[config.mk]
export PLATFORM = sky130hd
export DESIGN_NAME = crossbar_router_flat
export DESIGN_NICKNAME = d
export VERILOG_FILES = /design/src/rtl/crossbar_pkg.sv /design/src/rtl/crossbar_router_if.sv /design/src/rtl/crossbar_out_slot.sv /design/src/rtl/crossbar_router.sv /design/src/flat_wrapper.sv
export SDC_FILE = /design/constraint.sdc
export NUM_CORES = 1
export LEC_CHECK = 0
export ABC_CLOCK_PERIOD_IN_PS = 3600
export BUFFER_PORTS_ARGS = -buffer_cell sky130_fd_sc_hd__buf_2
export CAP_MARGIN = 30
export CORE_UTILIZATION = 53
export DETAILED_ROUTE_END_ITERATION = 6
export PLACE_DENSITY = 0.87
export SLEW_MARGIN = 0
export SYNTH_ARGS = -nofsm -noshare
export SYNTH_HDL_FRONTEND = slang
export SYNTH_SLANG_ARGS = --single-unit
[constraint.sdc]
create_clock -name clk -period 3.6 [get_ports clk]
set_input_delay 0.72 -clock clk [delete_from_list [all_inputs] [get_ports clk]]
set_output_delay 0.72 -clock clk [all_outputs]
set_load 0.01 [all_outputs]
[src/rtl/crossbar_pkg.sv]
// Shared constants and helpers for the two-input, two-output crossbar router.
package crossbar_pkg;

    localparam logic PORT_C     = 1'b0;
    localparam logic PORT_D     = 1'b1;
    localparam int   CONFLICT_W = 8;

    function automatic logic [CONFLICT_W-1:0] sat_inc(input logic [CONFLICT_W-1:0] value);
        if (value == {CONFLICT_W{1'b1}}) begin
            return value;
        end else begin
            return value + CONFLICT_W'(1);
        end
    endfunction

endpackage

[src/rtl/crossbar_router_if.sv]
// Bundle of every handshake, payload and status signal of the crossbar router.
interface crossbar_router_if #(parameter int data_width = 8);
    import crossbar_pkg::*;

    logic                  in_a_valid;
    logic                  in_a_dest;
    logic [data_width-1:0] in_a_data;
    logic                  in_a_ready;
    logic                  in_b_valid;
    logic                  in_b_dest;
    logic [data_width-1:0] in_b_data;
    logic                  in_b_ready;
    logic                  out_c_valid;
    logic [data_width-1:0] out_c_data;
    logic                  out_c_ready;
    logic                  out_d_valid;
    logic [data_width-1:0] out_d_data;
    logic                  out_d_ready;
    logic                  swap;
    logic [CONFLICT_W-1:0] conflict_count;

    modport slave (
        input  in_a_valid, in_a_dest, in_a_data, in_b_valid, in_b_dest, in_b_data,
        input  out_c_ready, out_d_ready,
        output in_a_ready, in_b_ready, out_c_valid, out_c_data, out_d_valid, out_d_data,
        output swap, conflict_count
    );

    modport master (
        output in_a_valid, in_a_dest, in_a_data, in_b_valid, in_b_dest, in_b_data,
        output out_c_ready, out_d_ready,
        input  in_a_ready, in_b_ready, out_c_valid, out_c_data, out_d_valid, out_d_data,
        input  swap, conflict_count
    );

endinterface

[src/rtl/crossbar_out_slot.sv]
// One registered output slot with a two-way round-robin arbiter in front of it.
module crossbar_out_slot #(
    parameter int data_width = 8
) (
    input  logic                  clk,
    input  logic                  rst,
    input  logic                  req_a,
    input  logic                  req_b,
    input  logic [data_width-1:0] data_a,
    input  logic [data_width-1:0] data_b,
    input  logic                  out_ready,
    output logic                  win_a,
    output logic                  win_b,
    output logic                  conflict,
    output logic                  out_valid,
    output logic [data_width-1:0] out_data
);

    logic                  ptr_r;
    logic                  valid_r;
    logic [data_width-1:0] data_r;
    logic                  loadable_s;
    logic                  contend_s;
    logic                  grant_a_s;
    logic                  grant_b_s;

    // Arbitration: the pointer only matters when both inputs want this slot.
    always_comb begin
        loadable_s = ~valid_r | out_ready;
        contend_s  = req_a & req_b;
        win_a      = loadable_s & (~contend_s | ~ptr_r);
        win_b      = loadable_s & (~contend_s | ptr_r);
        grant_a_s  = req_a & win_a;
        grant_b_s  = req_b & win_b;
        conflict   = contend_s & loadable_s;
    end

    // Held word: a new load takes priority over a plain drain.
    always_ff @(posedge clk or posedge rst) begin
        if (rst) begin
            valid_r <= 1'b0;
            data_r  <= '0;
        end else if (grant_a_s) begin
            valid_r <= 1'b1;
            data_r  <= data_a;
        end else if (grant_b_s) begin
            valid_r <= 1'b1;
            data_r  <= data_b;
        end else if (out_ready) begin
            valid_r <= 1'b0;
        end
    end

    // Round-robin pointer flips only on a contended grant.
    always_ff @(posedge clk or posedge rst) begin
        if (rst) begin
            ptr_r <= 1'b0;
        end else if (conflict) begin
            ptr_r <= ~ptr_r;
        end
    end

    assign out_valid = valid_r;
    assign out_data  = data_r;

endmodule

[src/rtl/crossbar_router.sv]
// 2x2 crossbar: inputs a/b routed by a 1-bit destination to registered outputs c/d.
module crossbar_router
    import crossbar_pkg::*;
#(
    parameter int data_width = 8
) (
    input logic              clk,
    input logic              rst,
    crossbar_router_if.slave bus
);

    logic                  req_ac_s, req_ad_s, req_bc_s, req_bd_s;
    logic                  win_ac_s, win_ad_s, win_bc_s, win_bd_s;
    logic                  conflict_c_s, conflict_d_s;
    logic                  ready_a_s, ready_b_s;
    logic                  acc_a_s, acc_b_s;
    logic                  swap_r;
    logic [CONFLICT_W-1:0] count_r;

    // Request decode and ready selection; readies are forced low throughout reset.
    always_comb begin
        req_ac_s = bus.in_a_valid & (bus.in_a_dest == PORT_C);
        req_ad_s = bus.in_a_valid & (bus.in_a_dest == PORT_D);
        req_bc_s = bus.in_b_valid & (bus.in_b_dest == PORT_C);
        req_bd_s = bus.in_b_valid & (bus.in_b_dest == PORT_D);
        if (rst) begin
            ready_a_s = 1'b0;
            ready_b_s = 1'b0;
        end else begin
            ready_a_s = (bus.in_a_dest == PORT_C) ? win_ac_s : win_ad_s;
            ready_b_s = (bus.in_b_dest == PORT_C) ? win_bc_s : win_bd_s;
        end
        acc_a_s = bus.in_a_valid & ready_a_s;
        acc_b_s = bus.in_b_valid & ready_b_s;
    end

    crossbar_out_slot #(.data_width(data_width)) u_slot_c (
        .clk       (clk),
        .rst       (rst),
        .req_a     (req_ac_s),
        .req_b     (req_bc_s),
        .data_a    (bus.in_a_data),
        .data_b    (bus.in_b_data),
        .out_ready (bus.out_c_ready),
        .win_a     (win_ac_s),
        .win_b     (win_bc_s),
        .conflict  (conflict_c_s),
        .out_valid (bus.out_c_valid),
        .out_data  (bus.out_c_data)
    );

    crossbar_out_slot #(.data_width(data_width)) u_slot_d (
        .clk       (clk),
        .rst       (rst),
        .req_a     (req_ad_s),
        .req_b     (req_bd_s),
        .data_a    (bus.in_a_data),
        .data_b    (bus.in_b_data),
        .out_ready (bus.out_d_ready),
        .win_a     (win_ad_s),
        .win_b     (win_bd_s),
        .conflict  (conflict_d_s),
        .out_valid (bus.out_d_valid),
        .out_data  (bus.out_d_data)
    );

    // Swap flag remembers whether the latest transferring cycle carried a crossed route.
    always_ff @(posedge clk or posedge rst) begin
        if (rst) begin
            swap_r <= 1'b0;
        end else if (acc_a_s | acc_b_s) begin
            swap_r <= (acc_a_s & (bus.in_a_dest == PORT_D)) | (acc_b_s & (bus.in_b_dest == PORT_C));
        end
    end

    // Contention can occur at only one output per cycle, so one increment suffices.
    always_ff @(posedge clk or posedge rst) begin
        if (rst) begin
            count_r <= '0;
        end else if (conflict_c_s | conflict_d_s) begin
            count_r <= sat_inc(count_r);
        end
    end

    assign bus.in_a_ready     = ready_a_s;
    assign bus.in_b_ready     = ready_b_s;
    assign bus.swap           = swap_r;
    assign bus.conflict_count = count_r;

endmodule

[src/flat_wrapper.sv]
// flat-port wrapper written by rule: the top's interface ports become plain ports
module crossbar_router_flat import crossbar_pkg::*;
#(
    parameter int data_width = 8
)
  (clk, rst, bus_in_a_valid, bus_in_a_dest, bus_in_a_data, bus_in_b_valid, bus_in_b_dest, bus_in_b_data, bus_out_c_ready, bus_out_d_ready, bus_in_a_ready, bus_in_b_ready, bus_out_c_valid, bus_out_c_data, bus_out_d_valid, bus_out_d_data, bus_swap, bus_conflict_count);
  crossbar_router_if #(.data_width(data_width)) bus_i ();
  input logic clk;
  input logic rst;
  input wire logic [$bits(bus_i.in_a_valid)-1:0] bus_in_a_valid;
  input wire logic [$bits(bus_i.in_a_dest)-1:0] bus_in_a_dest;
  input wire logic [$bits(bus_i.in_a_data)-1:0] bus_in_a_data;
  input wire logic [$bits(bus_i.in_b_valid)-1:0] bus_in_b_valid;
  input wire logic [$bits(bus_i.in_b_dest)-1:0] bus_in_b_dest;
  input wire logic [$bits(bus_i.in_b_data)-1:0] bus_in_b_data;
  input wire logic [$bits(bus_i.out_c_ready)-1:0] bus_out_c_ready;
  input wire logic [$bits(bus_i.out_d_ready)-1:0] bus_out_d_ready;
  output wire logic [$bits(bus_i.in_a_ready)-1:0] bus_in_a_ready;
  output wire logic [$bits(bus_i.in_b_ready)-1:0] bus_in_b_ready;
  output wire logic [$bits(bus_i.out_c_valid)-1:0] bus_out_c_valid;
  output wire logic [$bits(bus_i.out_c_data)-1:0] bus_out_c_data;
  output wire logic [$bits(bus_i.out_d_valid)-1:0] bus_out_d_valid;
  output wire logic [$bits(bus_i.out_d_data)-1:0] bus_out_d_data;
  output wire logic [$bits(bus_i.swap)-1:0] bus_swap;
  output wire logic [$bits(bus_i.conflict_count)-1:0] bus_conflict_count;
  assign bus_i.in_a_valid = bus_in_a_valid;
  assign bus_i.in_a_dest = bus_in_a_dest;
  assign bus_i.in_a_data = bus_in_a_data;
  assign bus_i.in_b_valid = bus_in_b_valid;
  assign bus_i.in_b_dest = bus_in_b_dest;
  assign bus_i.in_b_data = bus_in_b_data;
  assign bus_i.out_c_ready = bus_out_c_ready;
  assign bus_i.out_d_ready = bus_out_d_ready;
  assign bus_in_a_ready = bus_i.in_a_ready;
  assign bus_in_b_ready = bus_i.in_b_ready;
  assign bus_out_c_valid = bus_i.out_c_valid;
  assign bus_out_c_data = bus_i.out_c_data;
  assign bus_out_d_valid = bus_i.out_d_valid;
  assign bus_out_d_data = bus_i.out_d_data;
  assign bus_swap = bus_i.swap;
  assign bus_conflict_count = bus_i.conflict_count;
  crossbar_router #(.data_width(data_width)) u_core (.clk(clk), .rst(rst), .bus(bus_i));
endmodule
==> impl_metrics.csv <==
group,metric,value,unit
outcome,status,"finished clean",
synth,ys_seq_area_frac,0.4770,
floorplanning,die_h,55.58,um
timing,slew_violations,0,
layout,areaGrowthSynthToFinish,23.19,%
synth,netlist_area,0.001521,mm2
timing,maxSlewHeadroom,0.3702,
grt,grt_use_total,0.2314,
synth,synth_compound_area_frac,0.1505,
synth,synthXorXnorAreaFrac,0.05181,
timing,rsz0062_at_grt,"no",
clocking,post_cts_buffers,0,
clocking,hold_buffers,0,
place,gp_congestion,0.8682,
place,hpwl,2447,um
timing,fin_skew,0.01320,ns
clocking,path_clk_slew,0.10,ns
floorplanning,pin_count,53,
critical_path,criticalPathCategory,"input port to output pin",
grt,grt_pass1_vias,1266,
timing,fin_crit_sh,0.6519,
clocking,cts-resized-gates,0,
power_and_ir_drop,p_per_area,555.7,mW/mm2
synth,syn_area_per_cell,10.14,um2
critical_path,slowest_stage,"or3_1",
routing,via_count,1338,
synth,synth_mux_area_frac,0.1192,
power_and_ir_drop,p_leak,0.9363,nW
grt,grt_pass1_wl,5630,um
clocking,cts_tree,"done",
timing,max_freq,426.1,MHz
floorplanning,rows,19,
synth,synth_edf_count,0,
timing,setup_tns,0,ns
critical_path,start_kind,"input port",
timing,hold_violations,0,
clocking,numCtsBuffers,5,
clocking,cts_max_level,2,
routing,routed_wl,3270,um
hold_path,hp-class,"input port to asynchronous set/reset pin",
layout,diodes,0,
power_and_ir_drop,power_frac_seq,0.475,
clocking,clk_path_buf_depth,2,
routing,dr.pass1.iters,4,
synth,netlist_top_cells_area,"dfrtp_1 48%, mux2i_1 11%, a21oi_1 5.9%",
power_and_ir_drop,power.net_switching,0.0003611,W
synth,synth_top_area_frac,0.4770,
grt,grt_max_degree,32,
synth,ys_types,34,
critical_path,cp_num_buf_inv,2,
synth,synth_cells,150,
critical_path,worstPathArrival,1.63,ns
timing,fin_hold_ws,0.5079,ns
power_and_ir_drop,netSwitchingFraction,0.3466,
routing,drt-initial-drc-count,46,
synth,synth_fa_ha_area_frac,0.008224,
power_and_ir_drop,p_int,0.0006806,W
clocking,clock-sinks,29,
synth,synth_top_family_by_area,"simple AND/OR/NAND/NOR gates",
critical_path,cpMostUsedCell,"buf_2",
routing,route.detailed.drc,0,
critical_path,path_delay_family,"simple AND/OR/NAND/NOR gates",
synth,ys_ff_latch,29,
routing,avgViaCountPerCell,5.646,
routing,wl_per_cell,13.80,um
floorplanning,core,0.002734,mm2
critical_path,max_stage_delay,0.35,ns
layout,nNetsFinal,230,
run,maxCapViolCount,0,
critical_path,critPathRequiredTime,2.88,ns
timing,worstMarginPinSlew,0.9429,ns
synth,ys_warn_count,0,
power_and_ir_drop,p_clk_frac,0.215,
floorplanning,dieArea,0.003089,mm2
power_and_ir_drop,vdd_drop_max,0.4754,mV
critical_path,crit_path_end_kind,"output pin",
floorplanning,chipWidth,55.58,um
clocking,insertion_delay,0.33,ns
synth,synth_area_leader_cell,"dfrtp_1",
layout,final_layout_size_suffix_gt1_frac,0.3252,
routing,drtAntennaViolNets,0,
critical_path,crit_fanout,9,
clocking,root_buffer,"clkbuf_4",
timing,setup_viol,0,
synth,synth_fp_nets,175,
synth,async_reset_ff_frac,1.000,
floorplanning,start_util,0.5565,
place,numPortBuffers,52,
grt,antenna_found_initial,0,
critical_path,crit_chain,"buf_2, or3_1, a21oi_1, nor3b_1, buf_2",
synth,synthFlopType,"dfrtp_1",
timing,fin_crit,2.347,ns
grt,globalRouteOverflowTotal,0,
synth,synthSimpleGateAreaFrac,0.1521,
power_and_ir_drop,comb_power_share,0.310,
[metrics by stage]
step | setup slack [ns] | power (W) | instances | utilization | instance area [um2]
4_1_cts | 1.263 | 0.001052 | 237 | 0.6856 | 1874
5_1_grt | 1.125 | 0.001112 | 237 | 0.6856 | 1874
2_1_floorplan | 1.117 | 0.0006868 | 150 | - | 1521
3_3_place_gp | 1.304 | 0.0008079 | 229 | 0.6600 | 1804
3_5_place_dp | 1.265 | 0.0008272 | 229 | 0.6600 | 1804
6_report | 1.253 | 0.001042 | 237 | 0.6856 | 1874
[path summary, 6_finish.rpt]
kind                                                           from                                  endpoint  slack (ns)  cells past startpoint
max                                                   bus_in_a_dest                            bus_in_b_ready        1.25                      5
min                                                             rst  u_core.bus.conflict_count[2]$_DFFE_PP0P_        0.51                      3
max reg2reg                   u_core.u_slot_d.out_valid$_DFFE_PP0P_  u_core.bus.conflict_count[1]$_DFFE_PP0P_        1.71                      4
min reg2reg                u_core.bus.conflict_count[6]$_DFFE_PP0P_  u_core.bus.conflict_count[6]$_DFFE_PP0P_        0.51                      1
max in group asynchronous                                       rst         u_core.u_slot_c.ptr_r$_DFFE_PP0N_        2.81                      3
min in group clk           u_core.bus.conflict_count[6]$_DFFE_PP0P_  u_core.bus.conflict_count[6]$_DFFE_PP0P_        0.51                      1
[worst reg2reg max path: cells and delay by family (launching register included)]
kind,cells,cell delay (ns)
DFF,1,0.40
and+or+nand+nor,2,0.72
AOI/OAI and AO/OA,1,0.32
muxes,1,0.35
[area by class of cell]
| type | count | area, um2 |
|---|---|---|
| Multi-Input combinational cell | 109 | 738.2 |
| Clock buffer | 7 | 65.06 |
| Tap cell | 31 | 38.79 |
| Inverter | 5 | 18.77 |
| Sequential cell | 29 | 725.7 |
| Timing Repair Buffer | 55 | 282.8 |
| Fill cell | 226 | 859.6 |
| Clock inverter | 1 | 5.005 |
[metal layers]
metal / wire length (um) / global-route usage
met1: 1302 / 0.2698
met2: 1706 / 0.3993
met3: 181 / 0.06977
met4: 80 / 0.08929
met5: 0 / 0
[power groups by stage]
stage,logic [W],clock network (W),registers [W]
2_1_floorplan,0.000158,0,0.000529
3_3_place_gp,0.000314,0,0.000494
3_5_place_dp,0.000327,0,0.000500
4_1_cts,0.000327,0.000229,0.000496
5_1_grt,0.000357,0.000245,0.000509
6_report,0.000323,0.000224,0.000495
[state kept, by name (all words and copies together), names as in the netlist]
| name | count |
|---|---|
| u_core.u_slot_d.out_valid | 1 |
| u_core.bus.swap | 1 |
| u_core.bus.conflict_count | 8 |
| u_core.u_slot_d.ptr_r | 1 |
| u_core.u_slot_c.out_data | 8 |
| u_core.u_slot_c.ptr_r | 1 |
| u_core.u_slot_d.out_data | 8 |
| u_core.u_slot_c.out_valid | 1 |
[cells in the final DEF (no fill, tap or decap), drive strengths merged, types with 2 or more instances in the layout]
master	instances
buf	55
dfrtp	29
nor2	19
a21oi	18
mux2i	17
xor2	7
nand2	7
clkbuf	7
nand3	6
inv	5
a211oi	5
nand2b	3
nor2b	3
or3	3
o2111ai	2
xnor2	2
o211ai	2
a2111oi	2
[cell usage after synthesis, types with 2 or more instances]
master	n
dfrtp_1	29
nor2_1	19
a21oi_1	18
mux2i_1	17
xor2_1	7
nand2_1	6
nand3_1	6
a211oi_1	5
inv_1	5
nand2b_1	3
nor2b_1	3
or3_1	3
a2111oi_2	2
buf_2	2
buf_4	2
clkbuf_1	2
o2111ai_1	2
o211ai_1	2
xnor2_1	2
[logic make-up after synthesis]
| family | after synthesis |
|---|---|
| simple gates | 47 |
| xor+xnor | 9 |
| compound gates | 34 |
| mux | 18 |
| buf+inv | 12 |
| flops | 29 |
| fa+ha+maj | 1 |
(Power assumes the default switching activity.)
